$ cat src/rtl/uart_tx.sv
// ---------------------------------------------------------------------------
// uart_tx
//
// Serial transmitter that drains a byte FIFO. While idle it pops the FIFO
// front as soon as the FIFO reports non-empty. The popped byte is latched in
// the same cycle, so later changes on fifo_data cannot corrupt the frame in
// flight. The byte is then sent as start bit, 8 data bits LSB first, an
// optional parity bit, and one or two stop bits.
//
// Parameters:
//   CLK_FREQ     - system clock in Hz
//   BAUD         - line rate in bit/s
//   CLKS_PER_BIT - clock cycles per bit (>= 2)
//   PARITY       - 0 none, 1 even, 2 odd
//   STOP_BITS    - 1 or 2
//
// Ports:
//   clk        - system clock, rising edge
//   rst        - synchronous active-high reset
//   fifo_empty - FIFO empty flag
//   fifo_data  - FIFO front byte, valid while fifo_empty is low
//   fifo_pop   - FIFO pop strobe (combinational)
//   tx         - serial line, idle high (registered)
//   busy       - frame in progress (registered)
// ---------------------------------------------------------------------------
module uart_tx #(
    parameter int CLK_FREQ     = 12000000,
    parameter int BAUD         = 115200,
    parameter int CLKS_PER_BIT = CLK_FREQ / BAUD,
    parameter int PARITY       = 0,
    parameter int STOP_BITS    = 1
) (
    input  logic       clk,
    input  logic       rst,
    input  logic       fifo_empty,
    input  logic [7:0] fifo_data,
    output logic       fifo_pop,
    output logic       tx,
    output logic       busy
);

    localparam int CNT_W = $clog2(CLKS_PER_BIT);
    localparam logic [CNT_W-1:0] CNT_LAST  = CNT_W'(CLKS_PER_BIT - 1);
    localparam logic [2:0]       STOP_LAST = 3'(STOP_BITS - 1);

    typedef enum logic [2:0] {
        ST_IDLE,
        ST_START,
        ST_DATA,
        ST_PARITY,
        ST_STOP
    } state_t;

    state_t           state_q,   state_d;
    logic [CNT_W-1:0] baudCnt_q, baudCnt_d;
    logic [2:0]       bitIdx_q,  bitIdx_d;
    logic [7:0]       shift_q,   shift_d;
    logic             parity_q,  parity_d;
    logic             tx_q,      tx_d;
    logic             busy_q,    busy_d;

    // State register. The line outputs are registered too, so tx and busy
    // always reflect the state that is currently in force.
    always_ff @(posedge clk) begin
        if (rst) begin
            state_q   <= ST_IDLE;
            baudCnt_q <= '0;
            bitIdx_q  <= '0;
            shift_q   <= '0;
            parity_q  <= 1'b0;
            tx_q      <= 1'b1;
            busy_q    <= 1'b0;
        end else begin
            state_q   <= state_d;
            baudCnt_q <= baudCnt_d;
            bitIdx_q  <= bitIdx_d;
            shift_q   <= shift_d;
            parity_q  <= parity_d;
            tx_q      <= tx_d;
            busy_q    <= busy_d;
        end
    end

    // Next-state logic. The baud counter restarts at every bit boundary, so
    // one bit time is always exactly CLKS_PER_BIT cycles. In the stop phase
    // bitIdx counts the stop bits instead of data bits.
    always_comb begin
        state_d   = state_q;
        baudCnt_d = baudCnt_q;
        bitIdx_d  = bitIdx_q;
        shift_d   = shift_q;
        parity_d  = parity_q;

        case (state_q)
            ST_IDLE: begin
                if (!fifo_empty) begin
                    state_d   = ST_START;
                    shift_d   = fifo_data;
                    parity_d  = 1'b0;
                    baudCnt_d = '0;
                    bitIdx_d  = '0;
                end
            end

            ST_START: begin
                if (baudCnt_q == CNT_LAST) begin
                    state_d   = ST_DATA;
                    baudCnt_d = '0;
                    bitIdx_d  = '0;
                end else begin
                    baudCnt_d = baudCnt_q + CNT_W'(1);
                end
            end

            // The bit on the line is shift_q[0]. It is folded into the
            // parity accumulator as it leaves the shifter.
            ST_DATA: begin
                if (baudCnt_q == CNT_LAST) begin
                    baudCnt_d = '0;
                    shift_d   = {1'b0, shift_q[7:1]};
                    parity_d  = parity_q ^ shift_q[0];
                    if (bitIdx_q == 3'd7) begin
                        bitIdx_d = '0;
                        state_d  = (PARITY != 0) ? ST_PARITY : ST_STOP;
                    end else begin
                        bitIdx_d = bitIdx_q + 3'd1;
                    end
                end else begin
                    baudCnt_d = baudCnt_q + CNT_W'(1);
                end
            end

            ST_PARITY: begin
                if (baudCnt_q == CNT_LAST) begin
                    state_d   = ST_STOP;
                    baudCnt_d = '0;
                    bitIdx_d  = '0;
                end else begin
                    baudCnt_d = baudCnt_q + CNT_W'(1);
                end
            end

            ST_STOP: begin
                if (baudCnt_q == CNT_LAST) begin
                    baudCnt_d = '0;
                    if (bitIdx_q == STOP_LAST) begin
                        state_d  = ST_IDLE;
                        bitIdx_d = '0;
                    end else begin
                        bitIdx_d = bitIdx_q + 3'd1;
                    end
                end else begin
                    baudCnt_d = baudCnt_q + CNT_W'(1);
                end
            end

            default: begin
                state_d   = ST_IDLE;
                baudCnt_d = '0;
                bitIdx_d  = '0;
            end
        endcase
    end

    // Output logic. tx and busy are computed from the next state so that,
    // once registered, they line up with the state in the following cycle.
    // The pop is gated by rst so that nothing leaves the FIFO while the
    // transmitter is held in reset.
    always_comb begin
        fifo_pop = (state_q == ST_IDLE) && !fifo_empty && !rst;
        busy_d   = (state_d != ST_IDLE);

        case (state_d)
            ST_START:  tx_d = 1'b0;
            ST_DATA:   tx_d = shift_d[0];
            ST_PARITY: tx_d = (PARITY == 2) ? ~parity_d : parity_d;
            default:   tx_d = 1'b1;
        endcase
    end

    assign tx   = tx_q;
    assign busy = busy_q;

endmodule

$ cat config.mk
export PLATFORM = sky130hd
export DESIGN_NAME = uart_tx
export DESIGN_NICKNAME = d
export VERILOG_FILES = /design/src/rtl/uart_tx.sv
export SDC_FILE = /design/constraint.sdc
export NUM_CORES = 1
export LEC_CHECK = 0
export ABC_AREA = 0
export ABC_CLOCK_PERIOD_IN_PS = 4400
export CAP_MARGIN = 15
export CORE_MARGIN = 4
export CORE_UTILIZATION = 35
export DETAILED_ROUTE_END_ITERATION = 6
export HOLD_SLACK_MARGIN = 0.02
export PLACE_DENSITY = 0.52
export SETUP_SLACK_MARGIN = 0.3
export SYNTH_ARGS = -nofsm -noshare
export SYNTH_HDL_FRONTEND = slang
export SYNTH_SLANG_ARGS = --single-unit
$ cat constraint.sdc
create_clock -name clk -period 4.4 [get_ports clk]
set_clock_uncertainty 0.2 [all_clocks]
set_input_delay 0.88 -clock clk [delete_from_list [all_inputs] [get_ports clk]]
set_output_delay 0.88 -clock clk [all_outputs]
set_load 0.005 [all_outputs]
Yosys cells after proc, flatten, opt, wreduce, memory -nomap -nowiden --
Cells that the tools add are included.
Storage, ports and cells: register bits 24, input port bits 11
Operators by class: muxes and demuxes 25, bitwise operators 1, equality and inequality tests 13, reductions and logical operators 12, add/subtract/negate cells 2
Operator list (number):
- $mux 3 | 13
- $mux 8 | 2
- $pmux 8 s2 | 1
- $pmux 3 s5 | 1
- $mux 7 | 2
- $pmux 7 s2 | 1
- $eq 3x2->1 const B | 4
- $pmux 3 s4 | 1
- $add 7x1->7 const B | 1
- $eq 7x7->1 const B | 1
- $eq 3x1->1 const B | 2
- $eq 3x3->1 const B | 2
- $logic_not 3->1 | 2
- $ne 2x2->1 const B | 3
- $reduce_and 4->1 | 1
- $reduce_or 4->1 | 1
- $add 3x1->3 const B | 1
- $pmux 1 s3 | 1
- $reduce_and 3->1 | 1
- $reduce_bool 3->1 | 1
- $logic_and 1x1->1 | 2
- $logic_not 1->1 | 2
- $mux 1 | 2
- $ne 2x1->1 const B | 1
- 4 further kinds | 4

Logic depth before layout (Yosys ltp) --
Gate-level depths: netlist (run 1).
depth in word-level cells 6, mapped depth 7, depth with buffers taken out 7

Least setup slack after synthesis (run 1) --
No wires, ideal clock.
kind in2out, start in fifo_empty, end out fifo_pop, cell stages on the path 2, path slack 1.851 ns, data required time 3.320 ns, buffers on the path 0, arrival time 1.469 ns, path through nor4_2 -> and2_1
Between the ends: word-level cells in the longest chain between the ends 3
Ends and longest elaborated chain:
- start: declaration | RTL line 35 | input logic fifo_empty,
- $logic_not 1->1 | RTL line 170 | fifo_pop = (state_q == ST_IDLE) && !fifo_empty && !rst;
- $logic_and 1x1->1 (2 in a row) | RTL line 170
- end: declaration | RTL line 37 | output logic fifo_pop,
Every way passes these cells.

Worst setup path in the final report (run 1) --
Same ends and word-level chain as after synthesis.

==> metrics.csv, run 1 <==
metric,value,unit
cp_max_fo,8,
die-area,4709,sq um
synthSimpleGateAreaFrac,24.42,%
critPathMaxStageDelay,530,ps
path_class,input port to output pin,
max_freq,268.8,MHz
dr.first_iter.drc_count,78,
r2r_end,shift_q[3],
synth_adder_area_share,3.891,%
track_usage,13.56,%
synth_seq_cells,24,
wire_per_inst,14.43,um
ys_warn_count,0,
start_util,37.37,%
core_area,3442,sq um
rows,21,
place_hpwl,2177,um
reg2reg_depth,6,
fin_nets,169,
root_buffer,clkbuf_8,
clk_pin_slew_worst_paths,80,ps
die_x,68.62,um
cts_hold_buffers,0,
syn_nets,158,
htree_levels,1,
numPortBuffers,13,
syn_area,1286,sq um
cpMostUsedCell,clkdlybuf4s50_1,
p_leak,0.0005627,uW
r2r_setup_slack,2050,ps
syn_avg_cell_area,8.995,sq um
cts_buffers,3,
setup.worst_path.start,fifo_empty,
yosysUniqueCellTypes,45,
setup_ws,680.1,ps
synth_top_area_share,37.35,%
end_kind,output pin,
num_antenna_cells,0,
ir_drop,0.1248,mV
critPathTopFamily,buffers and inverters,
area.growth.synth_to_final,15.76,%
crit_slowest_cell,nor4_2,
setup_viol,0,
max_slew.worst_pin.slew,665.8,ps
post-place-ws,690.6,ps
ant_nets,0,
clock_latency,260,ps
wl,2871,um
arrival,2640,ps
rsz0062_at_grt,false,
grt_pass1_wl,4733,um
finalSetupTns,0,ps
vias,1086,
min-delay-start,bitIdx_q[1],
synth_top_area_cell,dfxtp_1,
synthCells,143,
num_io_pins,14,
drv_slew,0,
first_global_vias,1014,
route.detailed.drc,0,
overflow,0,
die_y,68.62,um
cp.depth,4,
hp-class,register to register,
synth_compound_area_share,20.91,%
fillers,355,
max_slew_margin,55.24,%
netlist_top_cells_area,"dfxtp_1 37%, nor2_1 6.7%, a222oi_1 4.7%, ha_1 3.9%, xor2_1 3.4%",
clock_sinks,24,
grt_max_degree,19,
r2r_start,baudCnt_q[0],
cp.required,3320,ps
drive_gt1_share,9.150,%
power_density,317.5,nW/um^2
layout_min_cycle_time,3720,ps
cts_resized,0,
crit_end,fifo_pop,
synth_top_family_by_area,simple AND/OR/NAND/NOR gates,
dr.pass1.iters,6,
maxCapViolCount,0,
p_total,472.7,uW
muxShareOfSynthArea,1.556,%
viasPerCell,5.457,
outcome,"finished, final reports clean",
worst_hold_slack,274.7,ps
crit_chain,clkdlybuf4s50_1 > nor4_2 > and2_1 > clkdlybuf4s50_1,
worstSetupStartpointType,input port,
ys_seq_area_share,37.35,%
period_share,84.54,%
synth_xor_area_share,5.447,%
antenna_found_initial,0,
final-hold-violation-count,0,
cp_num_buf_inv,2,
routabilityCongestion,0.8373,
cts_tree,yes,
cts_buffer_depth,2,
cts_setup_buffers,0,
## cell usage after synthesis (all sizes together)
cell and count:
dfxtp 24, nor2 24, nand2 10, a21oi 6, a222oi 6, buf 6, inv 5, o21ai 5
xor2 5, ha 4, nand4 4, and3 3, o211ai 3, xnor2 3, a211oi 2, a32oi 2
and4 2, clkbuf 2, mux2i 2, nand3 2, nor3 2, nor4 2, o21a 2, or4b 2
a21boi 1, a21o 1, a221o 1, a22o 1, a22oi 1, a31oi 1, a41oi 1, and2 1
nand2b 1, nor2b 1, nor3b 1, o2111ai 1, o31a 1, or2 1, or3 1
## cells by family after synthesis
logic type	count (synthesis)
buffers and inverters	13
adder cells (fa/ha/maj)	4
XOR/XNOR	8
multiplexers	2
AND/OR/NAND/NOR	57
flip-flops	24
AO/OA/AOI/OAI	35
## worst min path at each step
stage	to	slack (ps)	cells after the start
after floorplan	bitIdx_q[1]	250	2
after global routing	bitIdx_q[1]	320	2
final	bitIdx_q[1]	270	2
after detailed placement	bitIdx_q[1]	270	2
after CTS	bitIdx_q[1]	280	2
after global placement	bitIdx_q[1]	260	2
## sequential cells by signal, indices dropped and copies added (netlist names)
signal,count
shift_q,8
baudCnt_q,7
bitIdx_q,3
state_q,3
busy,1
parity_q,1
tx,1
## final cells by class
class	instances	area [sq um]	area share, %
Clock buffer	3	41.29	2.773
Clock inverter	1	30.03	2.017
Inverter	5	18.77	1.261
Multi-Input combinational cell	106	723.2	48.57
Sequential cell	24	480.5	32.27
Tap cell	46	57.56	3.866
Timing Repair Buffer	14	137.6	9.244
## per-layer routing
metal	GRT usage, %	share of wire, %	vias to the layer above
li1	-	-	548
met1	17.29	49	499
met5	0	0	-
met2	22.17	44	32
met3	2.107	4.9	7
met4	6.452	2.1	0
## through the flow
stage	area (sq um)	cells	util [%]
5_1_grt	1489	199	43.26
4_1_cts	1489	199	43.26
3_3_place_gp	1418	195	41.19
2_1_floorplan	1286	143	-
6_report	1489	199	43.26
3_5_place_dp	1418	195	41.19
## where the power goes
part	leakage [uW]	internal (uW)	switching (uW)
sequential	0.000196	225	7.49
clock	0.0000357	122	69.1
combinational	0.000331	26.3	23.5
## cell usage in the layout, fill, tap and decap left out, types with 4 or more instances in the layout
cell type / n
dfxtp_1: 24
nor2_1: 23
clkdlybuf4s50_1: 13
nand2_1: 9
a21oi_1: 6
a222oi_1: 6
inv_1: 5
o21ai_0: 5
xor2_1: 5
nand4_1: 4
ha_1: 4
## tightest hold or removal path: cells and delay by family, from the launching register on
kind               cells  cell delay [ps]
and+or+nand+nor        1               60
AOI/OAI and AO/OA      1               50
DFF                    1              330
No activity file was read; power rests on OpenSTA's default activity.
==> run 2, diff against run 1 <==
--- a/config.mk
+++ b/config.mk
@@ -6,7 +6,7 @@
 export NUM_CORES = 1
 export LEC_CHECK = 0
 export ABC_AREA = 0
-export ABC_CLOCK_PERIOD_IN_PS = 4400
+export ABC_CLOCK_PERIOD_IN_PS = 3800
 export CAP_MARGIN = 15
 export CORE_MARGIN = 4
 export CORE_UTILIZATION = 35
==> constraint.sdc (replaced) <==
create_clock -name clk -period 3.8 [get_ports clk]
set_clock_uncertainty 0.2 [all_clocks]
set_input_delay 0.76 -clock clk [delete_from_list [all_inputs] [get_ports clk]]
set_output_delay 0.76 -clock clk [all_outputs]
set_load 0.005 [all_outputs]
==> metrics.csv, run 2 (same netlist as run 1, synthesis figures left out) <==
metric,value,unit
clk_pin_slew_worst_paths,80,ps
setup.worst_path.start,fifo_empty,
worst_hold_slack,278.5,ps
cts_hold_buffers,0,
track_usage,13.14,%
crit_slowest_cell,clkdlybuf4s50_1,
antenna_found_initial,0,
wl,2739,um
arrival,2130,ps
clock_sinks,24,
min-delay-start,bitIdx_q[1],
htree_levels,1,
path_class,input port to output pin,
top_register,shift_q,
clock_latency,260,ps
cts_buffers,3,
root_buffer,clkbuf_8,
cts_tree,yes,
first_global_vias,973,
critPathMaxStageDelay,500,ps
core_area,3442,sq um
cp_num_buf_inv,2,
finalSetupTns,0,ps
critPathTopFamily,buffers and inverters,
num_antenna_cells,0,
power_density,324.6,nW/um^2
maxCapViolCount,0,
cts_resized,0,
route.detailed.drc,0,
r2r_start,baudCnt_q[0],
largest_reg_flops,8,
area.growth.synth_to_final,14.01,%
ir_drop,0.1760,mV
outcome,"finished, final reports clean",
num_io_pins,14,
cts_buffer_depth,2,
worstSetupStartpointType,input port,
dr.first_iter.drc_count,98,
max_slew.worst_pin.slew,653.7,ps
ant_nets,0,
setup_viol,0,
viasPerCell,5.307,
die_y,68.62,um
hp-class,register to register,
numPortBuffers,13,
max_slew_margin,55.96,%
cp.required,2840,ps
overflow,0,
rows,21,
wire_per_inst,13.76,um
cpMostUsedCell,clkdlybuf4s50_1,
top_regs,"shift_q (8), baudCnt_q (7)",
dr.pass1.iters,5,
grt_pass1_wl,4685,um
p_leak,0.0005536,uW
drive_gt1_share,9.150,%
grt_max_degree,19,
place_hpwl,2065,um
final_common_cell,dfxtp_1,
rsz0062_at_grt,false,
cts_setup_buffers,0,
cp_max_fo,6,
layout_min_cycle_time,3086,ps
final_cell_mix,"24 x dfxtp_1, 23 x nor2_1, 13 x clkdlybuf4s50_1, 9 x nand2_1",
fin_nets,170,
final-hold-violation-count,0,
drv_slew,0,
vias,1056,
start_util,37.37,%
end_kind,output pin,
period_share,81.21,%
max_freq,324.1,MHz
die-area,4709,sq um
die_x,68.62,um
crit_chain,clkdlybuf4s50_1 > nor4_2 > and2_1 > clkdlybuf4s50_1,
routabilityCongestion,0.7844,
[run 2: cell count changes in the layout (fill, tap and decap cells not counted), sizes merged]
cell / change
buf: +1
bufinv: -1
[run 2: layout make-up]
type,count,area [sq um]
inverter,5,18.77
multi-input combinational,106,723.2
clock buffer,3,41.29
tap,46,57.56
sequential,24,480.5
fill,346,1976
timing repair buffer,15,145.1
[run 2: stage by stage]
stage / setup slack, ps / std cells / util (%) / total power (uW) / instance area (sq um)
6_report: 714.2 / 199 / 42.60 / 475.9 / 1466
5_1_grt: 581.1 / 199 / 42.60 / 502.3 / 1466
4_1_cts: 706.1 / 199 / 42.60 / 484.0 / 1466
3_5_place_dp: 706.1 / 196 / 41.40 / 333.4 / 1425
3_3_place_gp: 712.1 / 196 / 41.40 / 332.8 / 1425
2_1_floorplan: 1491 / 143 / - / 309.3 / 1286
[run 2: worst reg2reg max path, delay by kind of cell, from the launching register on]
family                   cells  cell delay [ps]
flip-flops                   1              400
AND/OR/NAND/NOR              3              720
AO/OA/AOI/OAI                2              660
adder cells (fa/ha/maj)      1              260
[run 2: power breakdown]
part | switching, uW | total, uW | internal (uW)
Combinational | 27.3 | 58.7 | 31.4
Clock | 77.9 | 149 | 70.8
Sequential | 8.31 | 268 | 260
[run 2: path summary, 6_finish.rpt]
check	end	slack [ps]	depth (start not counted)
setup / recovery	fifo_pop	710	4
hold / removal	bitIdx_q[1]	280	2
setup reg to reg	shift_q[3]	1450	6
hold reg to reg	bitIdx_q[1]	280	2
[run 2: metal layers]
| layer | vias to the layer above | wire (um) | GRT usage, % |
|---|---|---|---|
| met2 | 22 | 1238 | 20.62 |
| met4 | 0 | 18 | 2.233 |
| met3 | 2 | 122 | 3.404 |
| li1 | 546 | - | - |
| met5 | - | 0 | 0 |
| met1 | 486 | 1360 | 18.24 |
==> run 3, diff against run 2 <==
--- a/config.mk
+++ b/config.mk
@@ -6,7 +6,7 @@
 export NUM_CORES = 1
 export LEC_CHECK = 0
 export ABC_AREA = 0
-export ABC_CLOCK_PERIOD_IN_PS = 3800
+export ABC_CLOCK_PERIOD_IN_PS = 3150
 export CAP_MARGIN = 15
 export CORE_MARGIN = 4
 export CORE_UTILIZATION = 35
==> constraint.sdc (replaced) <==
create_clock -name clk -period 3.15 [get_ports clk]
set_clock_uncertainty 0.2 [all_clocks]
set_input_delay 0.63 -clock clk [delete_from_list [all_inputs] [get_ports clk]]
set_output_delay 0.63 -clock clk [all_outputs]
set_load 0.005 [all_outputs]
==> metrics.csv, run 3 (same netlist as run 1, synthesis figures left out) <==
metric,value,unit
crit_slowest_cell,clkdlybuf4s50_1,
clock_latency,270,ps
setup_viol,0,
cts_buffers,3,
p_leak,0.0005791,uW
critPathMaxStageDelay,500,ps
cpMostUsedCell,clkdlybuf4s50_1,
route.detailed.drc,0,
cp_max_fo,3,
wire_per_inst,13.65,um
die-area,4709,sq um
place_area,1425,sq um
drive_gt1_share,9.740,%
viasPerCell,5.435,
top_register,shift_q,
root_buffer,clkbuf_8,
max_slew.worst_pin.slew,661.5,ps
end_kind,output pin,
arrival,1820,ps
overflow,0,
hp-class,register to register,
cts_hold_buffers,0,
htree_levels,1,
cp.required,2320,ps
period_share,84.13,%
dr.pass1.iters,4,
num_antenna_cells,0,
final_cell_mix,"24 x dfxtp_1, 23 x nor2_1, 12 x clkdlybuf4s50_1, 9 x nand2_1",
area.growth.synth_to_final,17.22,%
largest_reg_flops,8,
layout_min_cycle_time,2650,ps
place_hpwl,2065,um
wl,2730,um
clk_pin_slew_worst_paths,80,ps
post-place-ws,299.6,ps
worstSetupStartpointType,input port,
clock_sinks,24,
max_slew_margin,55.44,%
track_usage,13.14,%
cts_tree,yes,
outcome,"finished, final reports clean",
fin_nets,170,
setup_ws,500.0,ps
dr.first_iter.drc_count,92,
drv_slew,0,
cts_buffer_depth,2,
vias,1087,
ir_drop,0.1881,mV
grt_pass1_wl,4705,um
final-hold-violation-count,0,
num_io_pins,14,
crit_chain,clkdlybuf4s50_1 > inv_1 > and2_1 > clkdlybuf4s50_1,
max_freq,377.4,MHz
power_density,439.7,nW/um^2
final_common_cell,dfxtp_1,
top_regs,"shift_q (8), baudCnt_q (7)",
die_x,68.62,um
numPortBuffers,13,
maxCapViolCount,0,
core_area,3442,sq um
final_util,43.80,%
grt_max_degree,19,
die_y,68.62,um
first_global_vias,993,
rows,21,
antenna_found_initial,0,
routabilityCongestion,0.7896,
path_class,input port to output pin,
fillers,337,
rsz0062_at_grt,false,
ant_nets,0,
p_total,663.0,uW
start_util,37.37,%
fin_area,1508,sq um
finalSetupTns,0,ps
==> run 3: layout make-up <==
type / count / area (sq um) / share of cell area (%)
Inverter: 5 / 18.77 / 1.245
Clock inverter: 1 / 30.03 / 1.992
Multi-Input combinational cell: 106 / 732.0 / 48.55
Sequential cell: 24 / 480.5 / 31.87
Clock buffer: 3 / 41.29 / 2.739
Tap cell: 46 / 57.56 / 3.817
Timing Repair Buffer: 15 / 147.6 / 9.793
==> run 3: final timing paths <==
check / startpoint / cells after the start / to / slack [ps]
hold reg to reg: bitIdx_q[1] / 2 / bitIdx_q[1] / 270
setup reg to reg: baudCnt_q[0] / 6 / shift_q[2] / 800
hold / removal: bitIdx_q[1] / 2 / bitIdx_q[1] / 270
setup / recovery: rst / 4 / fifo_pop / 500
==> run 3: power by group <==
group / internal (uW) / switching, uW / total [uW]
registers: 314 / 10.5 / 324
logic: 38.3 / 33.4 / 71.7
clock network: 170 / 97.1 / 267
==> run 3: worst max-delay path: cells and delay by family <==
family	cells	cell delay [ps]
AND/OR/NAND/NOR	1	140
buffers and inverters	3	1060
==> run 3: repair_timing <==
action                     in CTS  in global routing
setup endpoints to repair       0                  1
buffers inserted                0                  0
gates resized for setup         0                  2
==> run 3: stage by stage <==
step | hold WS, ps | std cells
floorplan | 247.7 | 143
global placement | 261.1 | 196
detailed placement | 266.7 | 196
CTS | 278.7 | 200
global route | 296.5 | 200
finish | 274.0 | 200
==> run 3: per-layer routing <==
metal	routed length (um)	up-vias	track usage (%)	part of all wire (%)
li1	-	553	-	-
met1	1406	498	19.84	52
met2	1169	32	19.07	43
met3	127	4	1.459	4.7
met4	27	0	4.467	0.99
met5	0	-	0	0
